==> src/rtl/fp_addsub_seq.sv <==
// Sequential single-precision adder/subtractor.
// Operands are captured once and walked through unpack, bit-serial alignment,
// add, iterative normalisation and round-to-nearest-even. Subnormal inputs
// and results are flushed to zero. Any exp==255 operand yields the canonical
// quiet NaN with the invalid flag set.
//
// Handshake: an operand transfer happens on a rising edge where in_valid and
// in_ready are both high; a result transfer happens on a rising edge where
// out_valid and out_ready are both high. in_ready is high only in IDLE and
// out_valid only in DONE, so the two transfers can never share an edge.
// Inputs seen outside IDLE are ignored. Result and flags stay stable until
// the result transfer.
module fp_addsub_seq (
   input  logic        clk,
   input  logic        rst,
   input  logic        in_valid,
   output logic        in_ready,
   input  logic [31:0] a,
   input  logic [31:0] b,
   input  logic        operator,
   output logic        out_valid,
   input  logic        out_ready,
   output logic [31:0] result,
   output logic        overflow,
   output logic        underflow,
   output logic        invalid,
   output logic        busy,
   output logic [2:0]  state
);

   typedef enum logic [2:0] {
      IDLE, UNPACK, ALIGN, ADD, NORM, ROUND, DONE
   } state_t;

   state_t      state_q, state_d;

   logic [31:0] a_q, b_q;
   logic        op_q;
   logic        sign_q;     // sign of the larger-magnitude operand
   logic        sub_q;      // effective subtract
   logic [8:0]  exp_q;      // one spare bit so overflow past 254 is visible
   logic [26:0] ma_q, mb_q; // hidden + 23 fraction + guard/round/sticky
   logic [27:0] sum_q;      // carry + working mantissa
   logic [4:0]  cnt_q;      // remaining alignment shifts
   logic        zero_q;     // result is a signed zero
   logic        uf_q;       // zero came from exponent underflow
   logic [31:0] result_q;
   logic        ov_q, ufl_q, inv_q;

   logic [7:0]  ea, eb, d;
   logic        za, zb, nan, sb_eff, swap;
   logic [30:0] mag_a, mag_b;
   logic [26:0] man_a, man_b;
   logic [4:0]  align_cnt;
   logic [27:0] sum;
   logic        inc;
   logic [24:0] rnd;
   logic [8:0]  exp_rnd;

   // Datapath helpers: operand decode, adder and rounding increment.
   always_comb begin
      ea        = a_q[30:23];
      eb        = b_q[30:23];
      za        = (ea == 8'd0);
      zb        = (eb == 8'd0);
      nan       = (ea == 8'hFF) || (eb == 8'hFF);
      sb_eff    = b_q[31] ^ op_q;
      mag_a     = za ? 31'd0 : a_q[30:0];
      mag_b     = zb ? 31'd0 : b_q[30:0];
      swap      = (mag_b > mag_a);
      man_a     = za ? 27'd0 : {1'b1, a_q[22:0], 3'b000};
      man_b     = zb ? 27'd0 : {1'b1, b_q[22:0], 3'b000};
      d         = swap ? (eb - ea) : (ea - eb);
      align_cnt = (d > 8'd27) ? 5'd27 : d[4:0];
      sum       = sub_q ? ({1'b0, ma_q} - {1'b0, mb_q}) : ({1'b0, ma_q} + {1'b0, mb_q});
      inc       = (sum_q[2:0] > 3'b100) || ((sum_q[2:0] == 3'b100) && sum_q[3]);
      rnd       = {1'b0, sum_q[26:3]} + {24'd0, inc};
      exp_rnd   = exp_q + {8'd0, rnd[24]};
   end

   // State register.
   always_ff @(posedge clk) begin
      if (rst) state_q <= IDLE;
      else     state_q <= state_d;
   end

   // Next-state logic.
   always_comb begin
      state_d = state_q;
      case (state_q)
         IDLE:   if (in_valid) state_d = UNPACK;
         UNPACK: begin
            if (nan)            state_d = DONE;
            else if (d == 8'd0) state_d = ADD;
            else                state_d = ALIGN;
         end
         ALIGN:  if (cnt_q == 5'd1) state_d = ADD;
         ADD: begin
            if (sum == 28'd0)              state_d = ROUND;
            else if (sum[27] || !sum[26])  state_d = NORM;
            else                           state_d = ROUND;
         end
         NORM: begin
            // Leave after a carry fix-up, on underflow, or once this left
            // shift brings the leading one into bit 26.
            if (sum_q[27] || (exp_q == 9'd1) || sum_q[25]) state_d = ROUND;
         end
         ROUND:  state_d = DONE;
         DONE:   if (out_ready) state_d = IDLE;
         default: state_d = IDLE;
      endcase
   end

   // Datapath registers, advanced according to the current state.
   always_ff @(posedge clk) begin
      if (rst) begin
         a_q <= '0; b_q <= '0; op_q <= 1'b0;
         sign_q <= 1'b0; sub_q <= 1'b0; exp_q <= '0;
         ma_q <= '0; mb_q <= '0; sum_q <= '0; cnt_q <= '0;
         zero_q <= 1'b0; uf_q <= 1'b0;
         result_q <= '0; ov_q <= 1'b0; ufl_q <= 1'b0; inv_q <= 1'b0;
      end else begin
         case (state_q)
            IDLE: if (in_valid) begin
               a_q <= a; b_q <= b; op_q <= operator;
               result_q <= '0; ov_q <= 1'b0; ufl_q <= 1'b0; inv_q <= 1'b0;
            end
            UNPACK: begin
               ma_q   <= swap ? man_b : man_a;
               mb_q   <= swap ? man_a : man_b;
               exp_q  <= {1'b0, swap ? eb : ea};
               sign_q <= swap ? sb_eff : a_q[31];
               sub_q  <= a_q[31] ^ sb_eff;
               cnt_q  <= align_cnt;
               zero_q <= 1'b0;
               uf_q   <= 1'b0;
               if (nan) begin
                  result_q <= 32'h7FC0_0000;
                  inv_q    <= 1'b1;
               end
            end
            ALIGN: begin
               mb_q  <= {1'b0, mb_q[26:2], mb_q[1] | mb_q[0]};
               cnt_q <= cnt_q - 5'd1;
            end
            ADD: begin
               sum_q <= sum;
               // Exact zero is +0 unless both operands were effectively negative.
               if (sum == 28'd0) begin
                  zero_q <= 1'b1;
                  sign_q <= sign_q & ~sub_q;
               end
            end
            NORM: begin
               if (sum_q[27]) begin
                  sum_q <= {1'b0, sum_q[27:2], sum_q[1] | sum_q[0]};
                  exp_q <= exp_q + 9'd1;
               end else begin
                  sum_q <= {sum_q[26:0], 1'b0};
                  exp_q <= exp_q - 9'd1;
                  if (exp_q == 9'd1) begin
                     zero_q <= 1'b1;
                     uf_q   <= 1'b1;
                  end
               end
            end
            ROUND: begin
               if (zero_q) begin
                  result_q <= {sign_q, 31'd0};
                  ufl_q    <= uf_q;
               end else if (exp_rnd >= 9'd255) begin
                  result_q <= {sign_q, 8'hFF, 23'd0};
                  ov_q     <= 1'b1;
               end else begin
                  result_q <= {sign_q, exp_rnd[7:0], rnd[24] ? rnd[23:1] : rnd[22:0]};
               end
            end
            default: ;
         endcase
      end
   end

   assign in_ready  = (state_q == IDLE);
   assign out_valid = (state_q == DONE);
   assign busy      = (state_q != IDLE);
   assign result    = result_q;
   assign overflow  = ov_q;
   assign underflow = ufl_q;
   assign invalid   = inv_q;
   assign state     = state_q;

endmodule
==> config.mk <==
export PLATFORM = sky130hd
export DESIGN_NAME = fp_addsub_seq
export DESIGN_NICKNAME = d
export VERILOG_FILES = /design/src/rtl/fp_addsub_seq.sv
export SDC_FILE = /design/constraint.sdc
export NUM_CORES = 1
export LEC_CHECK = 0
export BUFFER_PORTS_ARGS = -buffer_cell sky130_fd_sc_hd__buf_4
export CORE_ASPECT_RATIO = 0.9
export CORE_UTILIZATION = 35
export DETAILED_ROUTE_END_ITERATION = 8
export GPL_TIMING_DRIVEN = 0
export PLACE_DENSITY = 0.6
export SETUP_SLACK_MARGIN = 0.02
export SLEW_MARGIN = 20
export SYNTH_ARGS = -nofsm -noshare
export SYNTH_HDL_FRONTEND = slang
export SYNTH_SLANG_ARGS = --single-unit
==> constraint.sdc <==
create_clock -name clk -period 4.98 [get_ports clk]
set_input_delay 0.498 -clock clk [delete_from_list [all_inputs] [get_ports clk]]
set_output_delay 0.498 -clock clk [all_outputs]
set_load 0.01 [all_outputs]
==> flow_summary.toml <==
[run_status]
status = "finished, final reports clean"

[routing]
drtIter0Drc = 1172
routed_wl_um = 44900
vias_per_cell = 5.54
dr.pass1.iters = 5
vias = 13700
drcViolationCount = 0
drtAntennaViolNets = 0
wire_per_inst_um = 18.1

[timing]
whs_ns = 0.297
slew_headroom = 0.285
layout_setup_ws_ns = 0.236
hold_viol = 0
max_freq_mhz = 211
fin_crit_sh = 0.953
worstMarginPinSlew_ns = 1.06
clock_skew_ns = 0.0131
setup_tns_ns = 0
slew_viol_final = 0
rsz0062_at_grt = "false"
setup_viol = 0
finalCriticalPeriod_ns = 4.74

[floorplan]
rows = 67
core_mm2 = 0.0376
io_pins = 110
die-area_mm2 = 0.0392
die_y_um = 188
initial_core_util = 0.358
fp.dieW_um = 209

[layout]
antenna_cells = 0
syn2layout_area_growth_pct = 15.8
layout_common_cells = "nand2_1 (310), a21oi_1 (221), dfxtp_1 (200)"
layout_commonest_cell = "nand2_1"
final_util = 0.415
nets = 2127
drive_gt1_frac = 0.0980

[global_routing]
use_met2 = 0.360
grt_first_pass_wirelength_um = 70800
antenna_found_initial = 0
grt_usage = 0.226
grt_use_met1 = 0.320
met3_usage = 0.0367
grt_max_degree = 18
busiest_layer = "met2"
grt_pass1_vias = 12700
grt_overflow = 0

[worst_hold_path]
hp-start = "b[23]"
min_path_type = "primary input to flip-flop"

[cts]
root_buffer = "clkbuf_16"
cts_sinks = 200
numCtsBuffers = 17
cts.reportedPaths.clkPinSlew_ns = 0.07
htree_levels = 4
cts_tree = "built"
cts_hold_buf = 0
clock_path_buffers = 2
clk_latency_ns = 0.44

[worst_setup_path]
r2r_cells = 15
cpMostUsedCell = "nand4_2"
r2r_start = "b_q[27]"
crit_path_top_delay_cell = "or4_1"
worstReg2RegEnd = "cnt_q[2]"
critPathCapture = "cnt_q[2]"
slowest_delay_ns = 0.57
cp-startpoint = "b_q[27]"
critPathMaxFanout = 10
end_kind = "flip-flop"
cp.arrival_ns = 5.11
crit_type = "flip-flop to flip-flop"
required_ns = 5.34
start_kind = "flip-flop"
reg2reg_slack_ns = 0.24
crit_chain = "nor4_2 > nand2_1 > clkbuf_1 > and2_1 > ha_1 > nand4_2 > nor4_4 > o21ai_1 > and4_4 > buf_6 > or4_4 > o2111ai_2 > nand4_2 > or4_1 > a31oi_1"

[yosys]
ys_seq_area_frac = 0.298
async_flop_share = 0
synth_fp_nets = 1996
syn_avg_cell_area_um2 = 7.29
yosysTopAreaCellShare = 0.298
syn_inst = 1846
synth_cell_type_count = 81
synth_area_leaders = "dfxtp_1 (30%), nand2_1 (8.7%), a21oi_1 (8.3%)"
ys_ff_latch = 200
synth_edf_count = 0
synth_ff_type = "dfxtp_1"
yosysTopAreaCell = "dfxtp_1"
yosys_warnings = 0
netlist_area_mm2 = 0.0135

[pwr]
p_int_uw = 5030
p_per_area_mw_per_mm2 = 677
p_sw_uw = 5510
leakage_uw = 0.00584
comb_power_share = 0.672
swShare = 0.523
clockPowerShare = 0.131
pwr-share-seq = 0.197
ir_worst_vdd_v = 0.000393

[job]
drv_cap = 0

[placed_design]
place.gp.congestion = 0.950
dpl.hpwl_um = 35800
pre_cts_ws_ns = -0.671
port_buffers = 108
[layout make-up]
cell class / count / area (um^2)
buffer: 132 / 517
clock buffer: 20 / 457
timing repair buffer: 113 / 848
fill: 3940 / 22000
inverter: 51 / 191
clock inverter: 12 / 118
tap: 483 / 604
multi-input combinational: 1462 / 8840
sequential: 200 / 4000
[synthesized netlist by cell type (31+ instances only)]
cell / n
a211oi_1: 71
a21oi_1: 222
a22oi_1: 41
and2_1: 38
clkbuf_1: 123
dfxtp_1: 200
ha_1: 79
inv_1: 51
nand2_1: 311
nand3_1: 32
nand4_1: 31
nor2_1: 184
nor3_1: 31
o21ai_0: 74
xnor2_1: 51
[through the flow]
step / instance area [um^2] / std cells / total power, uW
detailed placement: 14900 / 2437 / 8840
finish: 15600 / 2473 / 10500
global route: 15600 / 2473 / 11400
floorplan: 13500 / 1846 / 6920
CTS: 15500 / 2470 / 10300
global placement: 14900 / 2437 / 8750
[metal layers]
metal	part of all wire	wire (um)
met5	0	0
met4	0.012	521
met1	0.48	21400
met2	0.45	20000
met3	0.065	2920
[how the worst min path moves through the flow]
stage,end,slack (ns),cells after the start
2_1_floorplan,a_q[0],0.43,2
3_3_place_gp,b_q[1],0.44,2
3_5_place_dp,b_q[15],0.44,2
4_1_cts,b_q[23],0.28,3
5_1_grt,a_q[27],0.29,3
6_report,b_q[23],0.30,3
[logic make-up after synthesis]
group / Yosys count / synth area share
buffers and inverters: 184 / 0.0520
DFF: 200 / 0.298
muxes: 27 / 0.0204
adders and majority gates: 81 / 0.0764
and+or+nand+nor: 734 / 0.250
xor gates and xnor gates: 77 / 0.0501
AOI/OAI and AO/OA: 543 / 0.254
[flip-flops by register name, summed over array words and instances (netlist names), 3 cells and up]
signal and cells:
b_q 32, state 3, exp_q 9, cnt_q 5, ma_q 24, a_q 32
sum_q 28, result 32, mb_q 27
[critical path: cells and delay by family (launching register included)]
family / cells / cell delay, ns
AND/OR/NAND/NOR: 9 / 3.02
buffers and inverters: 2 / 0.44
flip-flops: 1 / 0.42
AO/OA/AOI/OAI: 3 / 0.43
adder cells (fa/ha/maj): 1 / 0.34
[what timing repair did]
action | in CTS | in global routing
buffers inserted | 1 | 4
pin swaps | 1 | 4
endpoints found under the setup margin | 56 | 76
gates cloned | 0 | 0
gates resized for setup | 11 | 26
hold endpoints to repair | 0 | 0
[power by group through the flow]
stage               sequential (uW)  clock (uW)  combinational, uW
finish                         2070        1380               7090
global placement               2090           0               6660
floorplan                      2010           0               4920
detailed placement             2100           0               6740
CTS                            2060        1400               6870
global route                   2100        1470               7780
No activity file was read; power rests on OpenSTA's default activity.
